===== src/rtl/chroma_upsample_csc_pipe.sv =====
// chroma_upsample_csc_pipe: streaming YUV 4:2:2 -> RGB pair pipeline.
// Odd-position chroma is rebuilt from a 6-sample window (6-tap FIR or
// even-sample replication), then both pixels of a pair go through the CSC.
//
// state | meaning
// IDLE  | first cycle out of reset, no traffic
// RUN   | accepting input pairs of the current line
// DRAIN | no input; three right-clamped shifts flush the line tail
module chroma_upsample_csc_pipe #(
  parameter int LINE_PAIRS = 160,
  parameter int LINES      = 240,
  parameter int CW         = 32
) (
  input  logic        CLOCK_50_I,
  input  logic        resetn,
  input  logic        interp_mode,
  input  logic        in_valid,
  output logic        in_ready,
  input  logic [15:0] in_y,
  input  logic [7:0]  in_u,
  input  logic [7:0]  in_v,
  output logic        out_valid,
  input  logic        out_ready,
  output logic [47:0] out_rgb,
  output logic        line_done,
  output logic        frame_done
);

  localparam int IW = $clog2(LINE_PAIRS);
  localparam int LW = (LINES > 1) ? $clog2(LINES) : 1;

  localparam logic signed [CW-1:0] K_Y   = CW'(76284);
  localparam logic signed [CW-1:0] K_RV  = CW'(104595);
  localparam logic signed [CW-1:0] K_GU  = CW'(25624);
  localparam logic signed [CW-1:0] K_GV  = CW'(53281);
  localparam logic signed [CW-1:0] K_BU  = CW'(132251);
  localparam logic signed [CW-1:0] K_F0  = CW'(21);
  localparam logic signed [CW-1:0] K_F1  = CW'(52);
  localparam logic signed [CW-1:0] K_F2  = CW'(159);
  localparam logic signed [CW-1:0] K_RND = CW'(128);
  localparam logic signed [CW-1:0] K_16  = CW'(16);

  typedef enum logic [1:0] {S_IDLE, S_RUN, S_DRAIN} state_t;

  state_t          state_q;
  logic [IW-1:0]   in_idx_q;
  logic [IW-1:0]   out_idx_q;
  logic [LW-1:0]   out_line_q;
  logic [1:0]      drain_cnt_q;
  logic [7:0]      wu_q [6];
  logic [7:0]      wv_q [6];
  logic [15:0]     yd_q [4];
  logic            win_valid_q;
  logic            mode_q;
  logic            out_valid_q;
  logic [47:0]     out_rgb_q;

  logic            load_out;
  logic            accept;
  logic            drain_shift;
  logic            out_hs;
  logic [7:0]      odd_u;
  logic [7:0]      odd_v;
  logic [47:0]     rgb_d;

  function automatic logic signed [CW-1:0] sx(input logic [7:0] b);
    return $signed({{(CW-8){1'b0}}, b});
  endfunction

  function automatic logic [7:0] clip8(input logic signed [CW-1:0] a);
    if (a < 0) return 8'd0;
    else if (a > 255) return 8'd255;
    else return a[7:0];
  endfunction

  function automatic logic [7:0] fir(input logic [7:0] a0, input logic [7:0] a1,
                                     input logic [7:0] a2, input logic [7:0] a3,
                                     input logic [7:0] a4, input logic [7:0] a5);
    logic signed [CW-1:0] acc;
    acc = K_F0 * (sx(a0) + sx(a5)) - K_F1 * (sx(a1) + sx(a4))
        + K_F2 * (sx(a2) + sx(a3)) + K_RND;
    return clip8(acc >>> 8);
  endfunction

  function automatic logic [23:0] csc(input logic [7:0] y8, input logic [7:0] u8,
                                      input logic [7:0] v8);
    logic signed [CW-1:0] y, u, v, r, g, b;
    y = sx(y8) - K_16;
    u = sx(u8) - K_RND;
    v = sx(v8) - K_RND;
    r = K_Y * y + K_RV * v;
    g = K_Y * y - K_GU * u - K_GV * v;
    b = K_Y * y + K_BU * u;
    return {clip8(r >>> 16), clip8(g >>> 16), clip8(b >>> 16)};
  endfunction

  // Handshake and window-advance qualifiers.
  always_comb begin
    load_out    = win_valid_q & (~out_valid_q | out_ready);
    in_ready    = (state_q == S_RUN) & (~win_valid_q | load_out);
    accept      = in_valid & in_ready;
    drain_shift = (state_q == S_DRAIN) & (~win_valid_q | load_out);
    out_hs      = out_valid_q & out_ready;
    line_done   = out_hs & (out_idx_q == IW'(LINE_PAIRS - 1));
    frame_done  = line_done & (out_line_q == LW'(LINES - 1));
  end

  // Odd chroma reconstruction and colour conversion of the window centre.
  always_comb begin
    odd_u = mode_q ? wu_q[2] : fir(wu_q[0], wu_q[1], wu_q[2], wu_q[3], wu_q[4], wu_q[5]);
    odd_v = mode_q ? wv_q[2] : fir(wv_q[0], wv_q[1], wv_q[2], wv_q[3], wv_q[4], wv_q[5]);
    rgb_d = {csc(yd_q[0][15:8], wu_q[2], wv_q[2]), csc(yd_q[0][7:0], odd_u, odd_v)};
  end

  // Sequencer, window/delay line and output register.
  always_ff @(posedge CLOCK_50_I or negedge resetn) begin
    if (!resetn) begin
      state_q     <= S_IDLE;
      in_idx_q    <= '0;
      out_idx_q   <= '0;
      out_line_q  <= '0;
      drain_cnt_q <= '0;
      win_valid_q <= 1'b0;
      mode_q      <= 1'b0;
      out_valid_q <= 1'b0;
      out_rgb_q   <= '0;
      for (int i = 0; i < 6; i++) begin
        wu_q[i] <= '0;
        wv_q[i] <= '0;
      end
      for (int i = 0; i < 4; i++) yd_q[i] <= '0;
    end else begin
      if (load_out) begin
        out_rgb_q   <= rgb_d;
        out_valid_q <= 1'b1;
      end else if (out_ready) begin
        out_valid_q <= 1'b0;
      end

      if (out_hs) begin
        if (out_idx_q == IW'(LINE_PAIRS - 1)) begin
          out_idx_q  <= '0;
          out_line_q <= (out_line_q == LW'(LINES - 1)) ? '0 : out_line_q + LW'(1);
        end else begin
          out_idx_q <= out_idx_q + IW'(1);
        end
      end

      if ((accept && in_idx_q >= IW'(3)) || drain_shift) win_valid_q <= 1'b1;
      else if (load_out) win_valid_q <= 1'b0;

      case (state_q)
        S_IDLE: state_q <= S_RUN;
        S_RUN: begin
          if (accept) begin
            if (in_idx_q == '0) begin
              // Left edge: the whole window starts as copies of sample 0.
              for (int i = 0; i < 6; i++) begin
                wu_q[i] <= in_u;
                wv_q[i] <= in_v;
              end
              mode_q <= interp_mode;
            end else begin
              for (int i = 0; i < 5; i++) begin
                wu_q[i] <= wu_q[i+1];
                wv_q[i] <= wv_q[i+1];
              end
              wu_q[5] <= in_u;
              wv_q[5] <= in_v;
            end
            for (int i = 0; i < 3; i++) yd_q[i] <= yd_q[i+1];
            yd_q[3] <= in_y;
            if (in_idx_q == IW'(LINE_PAIRS - 1)) begin
              in_idx_q <= '0;
              state_q  <= S_DRAIN;
            end else begin
              in_idx_q <= in_idx_q + IW'(1);
            end
          end
        end
        S_DRAIN: begin
          if (drain_shift) begin
            // Right edge: replicate the last sample into the window.
            for (int i = 0; i < 5; i++) begin
              wu_q[i] <= wu_q[i+1];
              wv_q[i] <= wv_q[i+1];
            end
            for (int i = 0; i < 3; i++) yd_q[i] <= yd_q[i+1];
            yd_q[3] <= 16'h0;
            if (drain_cnt_q == 2'd2) begin
              drain_cnt_q <= '0;
              state_q     <= S_RUN;
            end else begin
              drain_cnt_q <= drain_cnt_q + 2'd1;
            end
          end
        end
        default: state_q <= S_IDLE;
      endcase
    end
  end

  assign out_valid = out_valid_q;
  assign out_rgb   = out_rgb_q;

endmodule

===== config.mk =====
export PLATFORM = sky130hd
export DESIGN_NAME = chroma_upsample_csc_pipe
export DESIGN_NICKNAME = d
export VERILOG_FILES = /design/src/rtl/chroma_upsample_csc_pipe.sv
export SDC_FILE = /design/constraint.sdc
export NUM_CORES = 2
export LEC_CHECK = 0
export ABC_AREA = 1
export CORE_MARGIN = 5
export CORE_UTILIZATION = 40
export DETAILED_ROUTE_END_ITERATION = 8
export PLACE_DENSITY = 0.55
export SYNTH_ARGS = -nofsm -noshare
export SYNTH_HDL_FRONTEND = slang
export SYNTH_SLANG_ARGS = --single-unit

===== constraint.sdc =====
create_clock -name CLOCK_50_I -period 15.3 [get_ports CLOCK_50_I]
set_input_delay 2.295 -clock CLOCK_50_I [delete_from_list [all_inputs] [get_ports CLOCK_50_I]]
set_output_delay 2.295 -clock CLOCK_50_I [all_outputs]
set_load 0.02 [all_outputs]

# [Word level (Yosys, flattened, before mapping)]
# Cells that the tools add are included.
[totals] register_bits=239 input_bits=37 output_inout_bits=52 word_cells=164
[op_classes] n_addsub=30 multipliers=16 magnitude_cmp=17 eq_ne=10 muxes=42 n_bitwise=11 reduce_logical=13
[ops] op="$mux W48" n=4
[ops] op="$mux W8" n=21
[ops] op="$pmux W40 S2" n=2
[ops] op="$mux W64" n=2
[ops] op="$pmux W64 S2" n=1
[ops] op="$mux W40" n=2
[ops] op="$add A27 B28 Y29" n=2
[ops] op="$sub A28 B26 Y29" n=2
[ops] op="$add A27 B27 Y28" n=2
[ops] op="$mul A19 B9 Y28 const A" n=2
[ops] op="$sub A27 B25 Y28" n=2
[ops] op="$add A8 B8 Y9" n=6
[ops] op="$mul A18 B9 Y27 const A" n=2
[ops] op="$gt A13 B9 Y1 const B" n=4
[ops] op="$lt A13 B1 Y1 const B" n=4
[ops] op="$mul A17 B9 Y26 const A" n=2
[ops] op="$mul A16 B9 Y25 const A" n=2
[ops] op="$gt A12 B9 Y1 const B" n=4
[ops] op="$lt A12 B1 Y1 const B" n=4
[ops] op="$mul A13 B9 Y22 const A" n=2
[ops] op="$add A19 B9 Y20 const B" n=2
[ops] op="$add A16 B18 Y19" n=2
[ops] op="$sub A8 B8 Y9 const B" n=4
[ops] op="$mul A8 B9 Y17 const A" n=2
[ops] op="other kinds (26)" n=57

# [Logic depth before layout (Yosys ltp)]
[logic_depth] ltp_word=16 mapped_depth=90 ltp_nobuf=90

# [Least setup slack after synthesis]
# No wires, ideal clock.
[synth_path] path_kind="reg2reg" from="register wu_q[8] in the netlist's numbering" to="register out_rgb_q[10] (netlist: out_rgb[10])" setup_time_ns=0.117 arrival_time_ns=14.644 required_ns=15.183 path_slack_ns=0.539 stages_incl_launch_ff=80 path_buffers=0 period_less_slack_ns=14.761 path_cell_list="dfrtp_1 -> ha_1 -> fa_1 -> nand3_1 -> nand2_1 -> a21oi_1 -> o21bai_1 -> xor2_1 -> inv_1 -> fa_1 -> inv_1 -> ha_1 -> a21oi_1 -> o21ai_0 -> xor2_1 -> ha_1 -> inv_1 -> fa_1 -> (+44 left out) -> fa_1 -> inv_1 -> fa_1 -> inv_1 -> fa_1 -> inv_1 -> ha_1 -> a21oi_1 -> o21ai_0 -> nor2_1 -> nor2_1 -> nor2_1 -> a21o_1 -> nand2_1 -> nand2_2 -> nand2_1 -> nand2_1 -> nand2_1"
[synth_via] elab_chain_len=16 word_cells_on_any_way=18 classes_between="7 x add/sub; 2 x mul; 4 x order compare; 5 x mux"
[synth_rtl] element="start: declaration" line="50" text="logic [7:0] wu_q [6];"
[synth_rtl] element="start signal: indexed assignment" line="159" text="wu_q[i] <= in_u;"
[synth_rtl] element="start signal: indexed assignment" line="165" text="wu_q[i] <= wu_q[i+1];"
[synth_rtl] element="start signal: indexed assignment" line="185" text="wu_q[i] <= wu_q[i+1];"
[synth_rtl] element="$add A8 B8 Y9 (*)" line="80" text="acc = K_F0 * (sx(a0) + sx(a5)) - K_F1 * (sx(a1) + sx(a4))"
[synth_rtl] element="$mul A4 B9 Y13 (*)" line="80"
[synth_rtl] element="$sub A14 B15 Y16 (*)" line="80"
[synth_rtl] element="$add A16 B18 Y19 (*)" line="81" text="+ K_F2 * (sx(a2) + sx(a3)) + K_RND;"
[synth_rtl] element="$add A19 B9 Y20 (*)" line="81"
[synth_rtl] element="$gt A12 B9 Y1" line="72" text="else if (a > 255) return 8'd255;"
[synth_rtl] element="$mux W8" line="72"
[synth_rtl] element="$mux W8 (*)" line="71" text="if (a < 0) return 8'd0;"
[synth_rtl] element="$mux W8 (*)" line="110" text="odd_u = mode_q ? wu_q[2] : fir(wu_q[0], wu_q[1], wu_q[2], wu_q[3], wu_q[4], wu_q[5]);"
[synth_rtl] element="$sub A8 B8 Y9 (*)" line="89" text="u = sx(u8) - K_RND;"
[synth_rtl] element="$mul A13 B9 Y22 (*)" line="92" text="g = K_Y * y - K_GU * u - K_GV * v;"
[synth_rtl] element="$sub A27 B25 Y28 (*)" line="92"
[synth_rtl] element="$sub A28 B26 Y29 (*)" line="92"
[synth_rtl] element="$gt A13 B9 Y1" line="72"
[synth_rtl] element="$mux W8" line="72"
[synth_rtl] element="$mux W8 (*)" line="71"
[synth_rtl] element="end signal: assignment" line="134" text="out_rgb_q <= rgb_d;"
[synth_rtl] element="end: declaration" line="56" text="logic [47:0] out_rgb_q;"
# Mark *: on every way between the ends. The rest lies on a longest branch, timed or not.
# A chain may end at the register's enable or synchronous reset.

# [Final worst setup path]
[layout_path] from="register wu_q[8] in the netlist's numbering" to="register out_rgb_q[14] (netlist: out_rgb[14])"
# The elaborated chain is that of the path after synthesis.

==> metrics list <==
- CP endpoint kind: register
- Initial cell density of the core: 0.404
- Post-detail-place hpwl: 121000 microns
- Along the worst path, the maximum fanout reaches 8.
- Post-synthesis cell type with the largest combined area: ha_1
* Number of CTS-inserted buffers: 35
- Wire length of the first global-routing pass: 228000 microns
- Total placed cells including tap cells: 8254
* Initial DRC Count: 2161
- Routability congestion estimate from global placement: 0.968
- Setup violations remaining at the end of the flow were counted as 0.
* Fmax: 0.0692 GHz
* Post-synthesis cell count: 6507
* Remaining antenna violation count after routing: 0
- Share of the clock period used by the worst path after layout: 0.944
- Largest cells by area after synthesis: ha_1, fa_1, dfrtp_1, inv_1, nand2_1
- Among all stages on the critical path, the largest delay is contributed by fa_1.
- Min setup slack post-route: 0.852 ns
- Slowest Stage Delay on Critical Path: 0.54 ns
- Of the synthesized area, sequential elements account for 0.119.
- The floorplan step set the die width to 364 microns.
* Pre-Repair DR Iteration Count: 5
* Largest net degree at the start of global routing: 85
- Clock-pin slew was measured on the worst setup and hold paths at 0.06 ns.
- Of the post-synthesis cell area, the dominant cell type holds 0.279.
- For this run, the post-layout net count is 8251.
- Die area: 0.132 sq mm
- No sink is reached through more buffers than the 3 on the longest clock path.
* Via-to-Cell Ratio: 4.99
- Setup skew after layout: 0.0613 ns
* Final TNS setup: 0 ns
* Hold Vio Cnt, Final: 0
- Fraction of final layout cells with drive strength greater than 1: 0.0494
- Summed over all layers, the routed wires come to 143000 microns.
- The synthesized design contains 239 register bits.
- The later pin in the worst-skew pair is clocked with a latency of 0.61 ns.
- TritonCTS built the clock tree.
- H-tree depth reported by CTS: 2
- The run finished with clean final reports.
- The number of antenna violations at the first check in global routing was 1.
- Post-synthesis average cell area: 7.70 sq um
* Number of placed I/O pins: 89
- Core ar.: 0.124 sq mm
- Syn Std Cell Area: 0.0501 sq mm
* Distinct cell type count after synthesis: 65
* Final cell count without fillers: 8322
- Crit path required time: 15.80 ns
- Overall global routing resource usage: 0.216
* Average wire per standard cell: 17.1 microns
* Relative area change from synthesis to final layout: 10.2%
- Class of the most critical hold timing path: register to register
* Number of clock sinks: 239
- Synthesis produced a netlist with a net count of 8093.
* Die extent in y: 364 microns
- Via count of the first global-routing pass: 42062
- Worst Setup Start Kind: register
- Headroom to the max-slew limit came out at 0.265.
- Number of rows created at floorplan: 129
- The total overflow left after global routing is 0.
- Max-cap violations in this run came to 0.
- OpenSTA, run right after detailed placement, puts the worst setup slack at -0.0959 ns.
* Total via count after detailed routing: 41504
- Syn. warnings: 0
- STA puts the critical path data arrival time at 14.95 ns.
- The smallest clock period supported by the final layout is computed as 14.45 ns.
* Critical setup path kind: register to register
- Clock tree root driver cell: clkbuf_16
- Measured on the finished design, the core utilization comes to 0.445.
* PortBufs: 88
- The number of pins exceeding their max-slew limit in the final report is 0.
* DRC: 0
- For the pin with the worst max-slew slack, the measured transition is 1.10 ns.
-- critical path: cells and delay by family, from the launching register on --
kind	cells	cell delay (ns)
xor+xnor	3	0.55
compound gates	8	1.09
simple gates	30	3.14
buf+inv	16	1.09
fa+ha+maj	22	8.10
flops	1	0.40
-- final timing paths --
| kind | startpoint | end | slack, ns | depth (start not counted) |
|---|---|---|---|---|
| worst max-delay path | wu_q[8]$_DFFE_PN0P_ | out_rgb[14]$_DFFE_PN0P_ | 0.85 | 79 |
| max in group asynchronous | resetn | yd_q[53]$_DFFE_PN0P_ | 11.61 | 3 |
| min in group asynchronous | resetn | out_rgb[47]$_DFFE_PN0P_ | 1.62 | 1 |
| worst min-delay path | out_line_q[7]$_DFFE_PN0P_ | out_line_q[7]$_DFFE_PN0P_ | 0.46 | 1 |
| worst max register to register | wu_q[8]$_DFFE_PN0P_ | out_rgb[14]$_DFFE_PN0P_ | 0.85 | 79 |
| worst min register to register | out_line_q[7]$_DFFE_PN0P_ | out_line_q[7]$_DFFE_PN0P_ | 0.46 | 1 |
-- Yosys cell counts, drive strengths merged --
cell type     n
o21bai       50
nand4        54
nor3b         2
nor2        352
a31oi        21
a21o         41
and2          5
a21boi       17
nand3b        9
o31ai         4
a22oi        83
clkinv        1
o311ai        1
o211ai       13
inv        1454
nand2      1344
a2bb2oi       1
o22ai         1
a31o          2
a221oi        1
nor2b         1
clkbuf       38
nand3       186
or3           1
xnor2        70
xor2        165
o41ai         1
a211o         1
a211oi        2
fa          433
nor4          6
o2111ai       1
nor3         41
buf          34
dfrtp       239
ha         1116
a21oi       410
o21a         10
and3          3
o21ai       282
or2          11
-- flip-flops by register name, summed over array words and instances (netlist names) --
name and cells:
drain_cnt_q 2, in_idx_q 8, mode_q 1, out_idx_q 8
out_line_q 8, out_rgb 48, out_valid 1, state_q 2
win_valid_q 1, wu_q 48, wv_q 48, yd_q 64
-- through the flow --
stage                     hold slack, ns  area, sq um
final                              0.461        55200
after global routing               0.488        55200
after CTS                          0.462        54600
after detailed placement           0.454        53500
after global placement             0.456        53500
after floorplan                    0.434        50100
-- repair_timing --
item | 4_1_cts | 5_1_grt
hold buffers | 0 | 0
endpoints found under the setup margin | 8 | 8
pin swaps | 0 | 29
setup buffers | 0 | 11
gates resized for setup | 3 | 110
-- routing by layer --
metal | share of wire | track usage | up-vias
met5 | 0 | 0 | -
met4 | 0.027 | 0.0536 | 0
met3 | 0.033 | 0.0206 | 145
met2 | 0.49 | 0.385 | 577
met1 | 0.45 | 0.283 | 19808
li1 | - | - | 20974
-- cell families (layout without fill, tap and decap cells) --
group	Yosys count	after routing	share of synthesized area
DFF	239	239	0.119
other	0	1	0
and+or+nand+nor	2015	2015	0.165
buffers and inverters	1527	1704	0.115
AOI/OAI and AO/OA	942	942	0.108
xor gates and xnor gates	235	235	0.0412
adders and majority gates	1549	1549	0.452
-- layout by cell type, fill, tap and decap left out, drive strengths merged, types with 2 or more instances in the layout --
cell           synthesis  layout
bufinv                 0       3
or2                   11      11
a21boi                17      17
a211oi                 2       2
xor2                 165     165
nor4                   6       6
inv                 1454    1455
clkbuf                38      45
and2                   5       5
dfrtp                239     239
xnor2                 70      70
nand4                 54      54
nor3b                  2       2
a22oi                 83      83
clkinv                 1       7
ha                  1116    1116
o21bai                50      50
o21a                  10      10
nand2               1344    1344
nand3                186     186
a31o                   2       2
nand3b                 9       9
nor3                  41      41
buf                   34     106
o21ai                282     282
fa                   433     433
clkdlybuf4s50          0      87
a21o                  41      41
nor2                 352     352
and3                   3       3
a31oi                 21      21
a21oi                410     410
o211ai                13      13
o31ai                  4       4
-- cell type report --
class	instances	area, sq um
Fill cell	12678	68900
Multi-Input combinational cell	4741	38900
Inverter	1455	5470
Sequential cell	239	5980
Clock inverter	11	144
Timing Repair Buffer	193	1690
Antenna cell	1	2.50
Clock buffer	45	953
Tap cell	1637	2050
Power is not shown: default switching activity piles up to over one toggle a cycle in this logic, so the estimate is an artifact.
